### config.mk
export PLATFORM = sky130hd
export DESIGN_NAME = mem_arbiter
export DESIGN_NICKNAME = d
export VERILOG_FILES = /design/src/rtl/cpu_pkg.sv /design/src/rtl/mem_arbiter_arb2.sv /design/src/rtl/mem_arbiter.sv
export SDC_FILE = /design/constraint.sdc
export NUM_CORES = 1
export LEC_CHECK = 0
export ABC_AREA = 0
export CAP_MARGIN = 20
export CORE_ASPECT_RATIO = 0.75
export CORE_UTILIZATION = 43
export CTS_BUF_LIST = sky130_fd_sc_hd__clkbuf_4 sky130_fd_sc_hd__clkbuf_8
export DETAILED_ROUTE_END_ITERATION = 6
export MAX_ROUTING_LAYER = met4
export PLACE_DENSITY = 0.82
export SLEW_MARGIN = 40
export SYNTH_ARGS = -nofsm -noshare
export SYNTH_HDL_FRONTEND = slang
export SYNTH_SLANG_ARGS = --single-unit
### constraint.sdc
create_clock -name clk -period 2.1 [get_ports clk]
set_input_delay 0.315 -clock clk [delete_from_list [all_inputs] [get_ports clk]]
set_output_delay 0.315 -clock clk [all_outputs]
set_load 0.02 [all_outputs]
### src/rtl/cpu_pkg.sv
// Shared CPU definitions: bus widths, memory-arbiter state encoding and requester IDs.
// Consumed by mem_arbiter and arb2; the round-robin option is selected with ARB_RR_EN.
package cpu_pkg;

    localparam int CPU_AW = 8;
    localparam int CPU_DW = 16;

    typedef enum logic [1:0] {
        IDLE   = 2'd0,
        ACCESS = 2'd1,
        RESP   = 2'd2
    } arb_state_t;

    // Requester IDs double as bit positions in the one-hot winner vector.
    localparam logic REQ_FETCH = 1'b0;
    localparam logic REQ_LOAD  = 1'b1;

endpackage

### src/rtl/mem_arbiter_arb2.sv
// Two-input winner select producing a one-hot grant vector indexed by requester ID.
// ARB_RR_EN: contended requests alternate using the last-winner pointer; otherwise the loader wins.
module arb2
    import cpu_pkg::*;
(
    input  logic       i_req_f,
    input  logic       i_req_l,
`ifdef ARB_RR_EN
    input  logic       i_last,
`endif
    output logic [1:0] o_win
);

    always_comb begin
        // NOTE: default assignment first, so every path drives o_win and no latch is inferred.
        o_win = 2'b00;
        if (i_req_f && i_req_l) begin
`ifdef ARB_RR_EN
            o_win[(i_last == REQ_LOAD) ? REQ_FETCH : REQ_LOAD] = 1'b1;
`else
            o_win[REQ_LOAD] = 1'b1;
`endif
        end else if (i_req_f) begin
            o_win[REQ_FETCH] = 1'b1;
        end else if (i_req_l) begin
            o_win[REQ_LOAD] = 1'b1;
        end
    end

endmodule

### src/rtl/mem_arbiter.sv
// Shares one synchronous single-port RAM between instruction fetch and a loader/debug port.
// One access every three cycles (IDLE -> ACCESS -> RESP); ARB_RR_EN enables round-robin contention.
module mem_arbiter
    import cpu_pkg::*;
#(
    parameter int AW = CPU_AW,
    parameter int DW = CPU_DW
) (
    input  logic          clk,
    input  logic          rst,
    input  logic          f_req,
    input  logic [AW-1:0] f_addr,
    output logic          f_gnt,
    output logic          f_valid,
    output logic [DW-1:0] f_rdata,
    input  logic          l_req,
    input  logic          l_we,
    input  logic [AW-1:0] l_addr,
    input  logic [DW-1:0] l_wdata,
    output logic          l_gnt,
    output logic          l_valid,
    output logic [DW-1:0] l_rdata,
    output logic          ram_en,
    output logic          ram_we,
    output logic [AW-1:0] ram_addr,
    output logic [DW-1:0] ram_wdata,
    input  logic [DW-1:0] ram_rdata
);

    arb_state_t r_state;
    logic       r_win_load;
    logic       r_write;
    logic [1:0] w_win;
    logic       w_any;

`ifdef ARB_RR_EN
    logic       r_last;

    arb2 u_arb2 (
        .i_req_f (f_req),
        .i_req_l (l_req),
        .i_last  (r_last),
        .o_win   (w_win)
    );
`else
    arb2 u_arb2 (
        .i_req_f (f_req),
        .i_req_l (l_req),
        .o_win   (w_win)
    );
`endif

    assign w_any = |w_win;

    always_ff @(posedge clk or negedge rst) begin
        if (!rst) begin
            r_state    <= IDLE;
            r_win_load <= 1'b0;
            r_write    <= 1'b0;
            f_gnt      <= 1'b0;
            f_valid    <= 1'b0;
            f_rdata    <= '0;
            l_gnt      <= 1'b0;
            l_valid    <= 1'b0;
            l_rdata    <= '0;
            ram_en     <= 1'b0;
            ram_we     <= 1'b0;
            ram_addr   <= '0;
            ram_wdata  <= '0;
`ifdef ARB_RR_EN
            r_last     <= REQ_LOAD;
`endif
        end else begin
            // NOTE: non-blocking everywhere so each register sees pre-edge values of its peers.
            f_gnt   <= 1'b0;
            l_gnt   <= 1'b0;
            f_valid <= 1'b0;
            l_valid <= 1'b0;
            unique case (r_state)
                IDLE: begin
                    if (w_any) begin
                        r_state    <= ACCESS;
                        r_win_load <= w_win[REQ_LOAD];
                        f_gnt      <= w_win[REQ_FETCH];
                        l_gnt      <= w_win[REQ_LOAD];
                        ram_en     <= 1'b1;
                        if (w_win[REQ_LOAD]) begin
                            ram_addr  <= l_addr;
                            ram_we    <= l_we;
                            ram_wdata <= l_wdata;
                            r_write   <= l_we;
                        end else begin
                            ram_addr  <= f_addr;
                            ram_we    <= 1'b0;
                            ram_wdata <= '0;
                            r_write   <= 1'b0;
                        end
`ifdef ARB_RR_EN
                        r_last <= w_win[REQ_LOAD] ? REQ_LOAD : REQ_FETCH;
`endif
                    end
                end
                ACCESS: begin
                    r_state <= RESP;
                    ram_en  <= 1'b0;
                    ram_we  <= 1'b0;
                end
                RESP: begin
                    // ram_rdata is valid now, one cycle after the enable.
                    r_state <= IDLE;
                    if (r_win_load) begin
                        l_valid <= 1'b1;
                        if (!r_write) begin
                            l_rdata <= ram_rdata;
                        end
                    end else begin
                        f_valid <= 1'b1;
                        f_rdata <= ram_rdata;
                    end
                end
                default: r_state <= IDLE;
            endcase
        end
    end

endmodule

* Yosys cells after proc, flatten, opt, wreduce, memory -nomap -nowiden *
Cells that the tools add are included.
Widths: inputs -> output; s select.

storage, ports and cells
  output and inout port bits = 62
  flip-flop bits (word level) = 66
  input port bits = 53
  word-level logic and storage cells = 48

cells by class
  bitwise logic cells = 2
  eq/ne operators = 3
  muxes and demuxes = 22
  reductions and logical operators = 8

operators by type and width
  operator            number
  $mux 1              16
  $mux 16             1
  $mux 8              1
  $reduce_and 2->1    3
  $pmux 1 s2          2
  $pmux 2 s2          1
  $reduce_and 3->1    1
  $eq 2x1->1 const B  1
  $eq 2x2->1 const B  1
  $logic_not 2->1     1
  $mux 2              1
  $ne 2x2->1 const B  1
  $not 1->1           2
  $reduce_bool 2->1   1
  $reduce_or 2->1     1
  $logic_and 1x1->1   1

* Longest topological paths before layout *
Gate-level depths: netlist of the first run.

  depth after elaboration = 6
  gate-level depth with buffers = 5
  depth with buffers taken out = 3

* Hierarchy *
From an unflattened synthesis of the first run, not the netlist that was laid out.

second synthesis, totals
  cell total of the unflattened synthesis = 156
  area, all modules = 2,557.5 um^2

by module, submodules not included
  module       area an instance (um^2)  sequential area each (um^2)  cells an instance  times used
  mem_arbiter  2,547.4                  1,651.6                      154                1
  arb2         10.0                     0.0                          2                  1

* Worst setup path after synthesis of the first run *
OpenSTA, ideal clock, no wires.

  kind = register -> register
  start point = register r_state[0]
  end point = register f_rdata[10]
  cell stages (with the launch flop) = 4
  period minus slack after synthesis = 1.485 ns
  arrival = 1.360 ns
  buffers on the path = 1
  setup time = 0.125 ns
  data required time = 1.975 ns
  slack = 0.615 ns
  cell sequence = dfrtp_1 -> nor3b_2 -> buf_6 -> mux2_2

between the ends
  word-level cells in the longest chain between the ends = 2

ends and longest elaborated chain
  what                               line                text
  start, declared                    mem_arbiter.sv:30   arb_state_t r_state;
  start signal, assigned             mem_arbiter.sv:57   r_state <= IDLE;
  start signal, assigned             mem_arbiter.sv:82   r_state <= ACCESS;
  start signal, assigned             mem_arbiter.sv:104  r_state <= RESP;
  $eq 2x2->1                         mem_arbiter.sv:79   unique case (r_state)
  $reduce_and 2->1 (no source line)  --
  end signal, assigned               mem_arbiter.sv:118  f_rdata <= ram_rdata;
  end, declared                      mem_arbiter.sv:15   output logic [DW-1:0] f_rdata,

Every way passes these cells.
A chain may end at the register's enable or synchronous reset.

* Final worst setup path of the first run *
  start point = register l_rdata[12]
  end point = output port l_rdata[12]

RTL lines
  what                    line                text
  start, declared         mem_arbiter.sv:22   output logic [DW-1:0] l_rdata,
  start signal, assigned  mem_arbiter.sv:114  l_rdata <= ram_rdata;

No word-level cell between the ends.

==> impl_metrics.env, run 1 <==
export IMPL_worst_path_max_delay_cell="sky130_fd_sc_hd__clkdlybuf4s50_1"
export IMPL_critical_path_n_buffers_inverters=1
export IMPL_drt_first_pass_iters=4
export IMPL_syn_instance_count=154
export IMPL_ys_dominant_reg_cell="sky130_fd_sc_hd__dfrtp_1"
export IMPL_transition_time_of_the_tightest_slew_check_pin_ps=479
export IMPL_post_route_period_util_pct=78.0
export IMPL_worst_endpoint_arrival_ps=1320
export IMPL_final_util_pct=71.8
export IMPL_place_ws_ps=174
export IMPL_dp_wirelength_um=4220
export IMPL_die_area_um2=6240
export IMPL_clkLatencyLatePin_ps=330
export IMPL_cts_setup_buffers=0
export IMPL_gr_usage_met3_pct=8.11
export IMPL_synthesis_area_um2=2550
export IMPL_place_area_um2=3790
export IMPL_ant_nets=0
export IMPL_max_stage_delay_ps=610
export IMPL_crit_type="register to output pin"
export IMPL_yosys_area_top_type_share_pct=64.9
export IMPL_timing_final_setup_violations=0
export IMPL_synth_fp_nets=207
export IMPL_groute_layer_met1_usage_pct=25.7
export IMPL_grt_start_max_net_pins=67
export IMPL_ctsLongestPathBuffers=2
export IMPL_hold_path_depth=1
export IMPL_clk_pin_slew_worst_paths_ps=70
export IMPL_cell_at_the_root_of_the_clock_tree="sky130_fd_sc_hd__clkbuf_8"
export IMPL_crit_family="buffers and inverters"
export IMPL_initial_core_util_pct=46.1
export IMPL_reg2reg_slack_ps=640
export IMPL_vias_in_the_first_global_route=1767
export IMPL_power_per_cell_area_nw_per_um2=1620
export IMPL_post_route_cells_drive_above_1_share_pct=26.1
export IMPL_crit_path_start="l_rdata[12]"
export IMPL_remaining_drc_errors=0
export IMPL_final_nets=333
export IMPL_status="complete, no violations"
export IMPL_post_place_cells=343
export IMPL_buffer_ports_inserted=114
export IMPL_ctsHtreeMaxLevel=3
export IMPL_rsz_0062_raised_after_global_routing="false"
export IMPL_r2r_worst_path_depth=4
export IMPL_tritoncts="done"
export IMPL_top_usage_layer="met2"
export IMPL_cts_resized_gates=0
export IMPL_synthMostInstantiatedCell="sky130_fd_sc_hd__dfrtp_1"
export IMPL_cts_inserted_buffers=9
export IMPL_worstPathMaxFanout=2
export IMPL_synth_common_cells="sky130_fd_sc_hd__dfrtp_1, sky130_fd_sc_hd__mux2_2, sky130_fd_sc_hd__a22o_1"
export IMPL_drv_max_cap_violation_count=0
export IMPL_grt_pass1_wl_um=9170
export IMPL_wire_per_inst_um=16.6
export IMPL_slew_headroom_pct=67.9
export IMPL_yosys_warnings=0
export IMPL_worstHoldPathType="register to register"
export IMPL_yosys_register_bits=66
export IMPL_die_x_um=90.9
export IMPL_min_delay_start="ram_wdata[8]"
export IMPL_synth_yosys_seq_area_share_pct=64.9
export IMPL_synth_top_area_cell="sky130_fd_sc_hd__dfrtp_1"
export IMPL_final_max_slew_violation_count=0
export IMPL_post_synth_cell_area_avg_um2=16.5
export IMPL_grt_use_total_pct=20.9
export IMPL_io_pin_count=115
export IMPL_sequential_cell_area_um2=1650
export IMPL_hold_slack_ps=506
export IMPL_antenna_cells=0
export IMPL_worst_r2r_startpoint="r_state[0]"
export IMPL_leakage_power_nw=1.72
export IMPL_core_region_area_um2=5530
export IMPL_skew_ps=6.94
export IMPL_post_layout_worst_setup_margin_ps=463
export IMPL_crit_path_cell_trace="clkdlybuf4s50_1"
export IMPL_crit_path_end_kind="output pin"
export IMPL_postRouteWirelength_um=5940
export IMPL_multi_input_gate_area_um2=821
export IMPL_post_route_min_period_ps=1640
export IMPL_min_to="ram_wdata[8]"
export IMPL_final_area_um2=3970
export IMPL_post_cts_hold_buffer_count=1
export IMPL_area_growth_pct=55.8
export IMPL_synth_top_cells_by_area="sky130_fd_sc_hd__dfrtp_1, sky130_fd_sc_hd__mux2_2, sky130_fd_sc_hd__mux2_4, sky130_fd_sc_hd__a22o_1, sky130_fd_sc_hd__buf_6"
export IMPL_vias=1801
export IMPL_placementRows=23
export IMPL_dr_first_iter_drc_count=63
export IMPL_cts_sink_count=66
export IMPL_cp_launch_type="register"
export IMPL_grt_overflow_total=0
export IMPL_worst_r2r_endpoint="l_rdata[2]"
export IMPL_synth_edff_count=0
export IMPL_design_power_total_mw=6.43
export IMPL_yosys_cell_types_count=19
export IMPL_finalHoldViolCount=0
export IMPL_drt_vias_per_instance=5.03
export IMPL_worst_ep_required_time_ps=1780
export IMPL_number_of_antenna_violations_at_the_first_check_in_global_routing=0
export IMPL_fillerInstances=393
export IMPL_timing_setup_tns_ps=0
export IMPL_async_reset_ff_share_pct=100
export IMPL_fin_cells=358
export IMPL_die_height_um=68.6
export IMPL_gp_congestion=0.663
export IMPL_grt_util_met2_pct=31.1
export IMPL_max_freq_mhz=611
export IMPL_worst_ir_drop_vdd_v=0.000822
[registers in the layout (all words and copies together) (netlist names)]
register / flops
ram_en: 1
r_write: 1
f_valid: 1
ram_addr: 8
l_gnt: 1
r_state: 2
ram_we: 1
f_rdata: 16
ram_wdata: 16
l_valid: 1
f_gnt: 1
r_win_load: 1
l_rdata: 16
[how the worst max path moves through the flow]
stage               slack, ps           to  depth (start not counted)
floorplan                 620  f_rdata[10]                          3
global placement          210  ram_addr[2]                          4
detailed placement        170  ram_addr[2]                          4
CTS                       430   l_rdata[2]                          1
global route              390   l_rdata[2]                          1
finish                    460  l_rdata[12]                          1
[power breakdown]
group	switching, mW	leakage (nW)	internal (mW)
registers	0.358	0.806	1.90
clock network	0.440	0.0845	0.456
logic	1.47	0.832	1.81
total	2.26	1.72	4.17
[logic make-up (layout without fill, tap and decap cells)]
kind of cell    after synthesis  count (layout)  share of synthesized area (%)
simple gates                 10              10                           2.65
mux                          48              48                           22.7
buf+inv                      10             139                           2.90
flops                        66              66                           64.9
compound gates               20              20                           6.88
[layer usage]
| layer | up-vias | wire [um] |
|---|---|---|
| met5 | - | 0 |
| met4 | 0 | 111 |
| met3 | 8 | 420 |
| met2 | 73 | 2770 |
| met1 | 911 | 2630 |
| li1 | 809 | - |
[layout by cell type (no fill, tap or decap), types with 2 or more instances in the layout]
cell type | Yosys | final
sky130_fd_sc_hd__buf_12 | 1 | 2
sky130_fd_sc_hd__inv_1 | 2 | 2
sky130_fd_sc_hd__nor2_1 | 2 | 2
sky130_fd_sc_hd__buf_4 | 0 | 6
sky130_fd_sc_hd__nand2_1 | 3 | 3
sky130_fd_sc_hd__clkinv_2 | 0 | 2
sky130_fd_sc_hd__mux2_4 | 10 | 10
sky130_fd_sc_hd__a22o_1 | 17 | 17
sky130_fd_sc_hd__mux2_2 | 38 | 38
sky130_fd_sc_hd__clkbuf_8 | 0 | 10
sky130_fd_sc_hd__clkdlybuf4s50_1 | 0 | 113
sky130_fd_sc_hd__dfrtp_1 | 66 | 66
[final cells by class]
type | instances | area share, %
Sequential cell | 66 | 41.6
Timing Repair Buffer | 123 | 31.0
Multi-Input combinational cell | 78 | 20.7
Clock buffer | 11 | 3.66
Tap cell | 75 | 2.37
Clock inverter | 3 | 0.442
Inverter | 2 | 0.189
Power figures use the tool's default switching activity.
==> run 2: changes to the inputs <==
==> constraint.sdc (replaced) <==
create_clock -name clk -period 1.71 [get_ports clk]
set_input_delay 0.2565 -clock clk [delete_from_list [all_inputs] [get_ports clk]]
set_output_delay 0.2565 -clock clk [all_outputs]
set_load 0.02 [all_outputs]
==> impl_metrics.env, run 2 (synthesis results as in run 1) <==
export IMPL_leakage_power_nw=1.75
export IMPL_worst_r2r_endpoint="l_rdata[3]"
export IMPL_crit_path_end_kind="output pin"
export IMPL_rsz_0062_raised_after_global_routing="false"
export IMPL_postRouteWirelength_um=5890
export IMPL_worstPathMaxFanout=2
export IMPL_vias=1780
export IMPL_transition_time_of_the_tightest_slew_check_pin_ps=346
export IMPL_cts_sink_count=66
export IMPL_fin_cells=362
export IMPL_gp_congestion=0.699
export IMPL_worst_ep_required_time_ps=1450
export IMPL_clk_pin_slew_worst_paths_ps=70
export IMPL_design_power_total_mw=8.14
export IMPL_worstHoldPathType="primary input to async pin"
export IMPL_post_route_period_util_pct=92.4
export IMPL_crit_family="buffers and inverters"
export IMPL_cts_resized_gates=0
export IMPL_core_region_area_um2=5530
export IMPL_worst_path_max_delay_cell="sky130_fd_sc_hd__clkdlybuf4s50_1"
export IMPL_r2r_worst_path_depth=4
export IMPL_post_place_cells=345
export IMPL_timing_final_setup_violations=0
export IMPL_post_route_cells_drive_above_1_share_pct=27.2
export IMPL_reg2reg_slack_ps=260
export IMPL_ctsHtreeMaxLevel=3
export IMPL_tritoncts="done"
export IMPL_worst_endpoint_arrival_ps=1320
export IMPL_skew_ps=8.03
export IMPL_grt_start_max_net_pins=67
export IMPL_grt_overflow_total=0
export IMPL_area_growth_pct=58.2
export IMPL_post_route_min_period_ps=1580
export IMPL_drt_first_pass_iters=4
export IMPL_die_x_um=90.9
export IMPL_max_freq_mhz=633
export IMPL_ant_nets=0
export IMPL_largest_regs="f_rdata (16), l_rdata (16), ram_wdata (16)"
export IMPL_ctsLongestPathBuffers=2
export IMPL_remaining_drc_errors=0
export IMPL_critical_path_n_buffers_inverters=1
export IMPL_cell_at_the_root_of_the_clock_tree="sky130_fd_sc_hd__clkbuf_8"
export IMPL_dr_first_iter_drc_count=77
export IMPL_vias_in_the_first_global_route=1742
export IMPL_crit_path_cell_trace="clkdlybuf4s50_1"
export IMPL_drv_max_cap_violation_count=0
export IMPL_number_of_antenna_violations_at_the_first_check_in_global_routing=0
export IMPL_final_util_pct=72.9
export IMPL_cts_inserted_buffers=9
export IMPL_crit_type="register to output pin"
export IMPL_place_ws_ps=16.6
export IMPL_slew_headroom_pct=76.9
export IMPL_grt_pass1_wl_um=9010
export IMPL_placementRows=23
export IMPL_clkLatencyLatePin_ps=340
export IMPL_dp_wirelength_um=4140
export IMPL_finalHoldViolCount=0
export IMPL_commonest_non_fill_non_tap_cell_in_the_layout="sky130_fd_sc_hd__clkdlybuf4s50_1"
export IMPL_max_stage_delay_ps=640
export IMPL_fillerInstances=369
export IMPL_final_max_slew_violation_count=0
export IMPL_post_layout_worst_setup_margin_ps=130
export IMPL_status="complete, no violations"
export IMPL_worst_r2r_startpoint="r_state[0]"
export IMPL_initial_core_util_pct=46.1
export IMPL_timing_setup_tns_ps=0
export IMPL_antenna_cells=0
export IMPL_grt_use_total_pct=20.3
export IMPL_die_area_um2=6240
export IMPL_drt_vias_per_instance=4.92
export IMPL_power_per_cell_area_nw_per_um2=2020
export IMPL_most_common_layout_cells="sky130_fd_sc_hd__clkdlybuf4s50_1, sky130_fd_sc_hd__dfrtp_1, sky130_fd_sc_hd__mux2_2"
export IMPL_wire_per_inst_um=16.3
export IMPL_die_height_um=68.6
export IMPL_io_pin_count=115
export IMPL_cp_launch_type="register"
export IMPL_worst_ir_drop_vdd_v=0.00121
export IMPL_buffer_ports_inserted=114
export IMPL_final_nets=335
run 2: how the worst max path moves through the flow:
stage,start,cells after the start,end,slack (ps)
after detailed placement,l_req,4,ram_addr[1],20
after global routing,ram_addr[1],1,ram_addr[1],60
after global placement,l_req,4,ram_addr[2],60
final,l_rdata[5],1,l_rdata[5],130
after floorplan,r_state[0],3,f_rdata[10],230
after CTS,l_rdata[2],1,l_rdata[2],100
run 2: through the flow:
step	cell area, um^2	hold slack, ps
final	4030	474
after global routing	4030	503
after CTS	4030	472
after detailed placement	3810	308
after global placement	3810	296
after floorplan	2550	-39.1
run 2: area by class of cell:
class | instances | area [um^2] | area share [%]
Multi-Input combinational cell | 78 | 821 | 20.4
Tap cell | 75 | 93.8 | 2.33
Clock buffer | 12 | 159 | 3.94
Clock inverter | 4 | 50.0 | 1.24
Sequential cell | 66 | 1650 | 41.0
Timing Repair Buffer | 125 | 1250 | 30.9
Inverter | 2 | 7.51 | 0.186
run 2: repair_timing:
item,in CTS,in global routing
setup buffers,0,0
endpoints found under the hold margin,66,0
hold buffers,1,0
run 2: worst reg2reg max path, cell delays in order (launching register included):
cell,delay [ps]
sky130_fd_sc_hd__dfrtp_1,410
sky130_fd_sc_hd__and3b_1,240
sky130_fd_sc_hd__nor2b_4,160
sky130_fd_sc_hd__buf_12,180
sky130_fd_sc_hd__mux2_2,350
run 2: power by group:
group	total (mW)	internal [mW]	switching, mW
Sequential	2.76	2.34	0.423
Clock	1.34	0.767	0.574
Combinational	4.04	2.22	1.82
Total	8.14	5.32	2.82
run 2: routing by layer:
layer / GRT usage, % / up-vias / wire (um)
li1: - / 807 / -
met1: 27.0 / 895 / 2680
met2: 29.2 / 71 / 2810
met3: 6.80 / 7 / 314
met4: 7.14 / 0 / 84
met5: - / - / 0
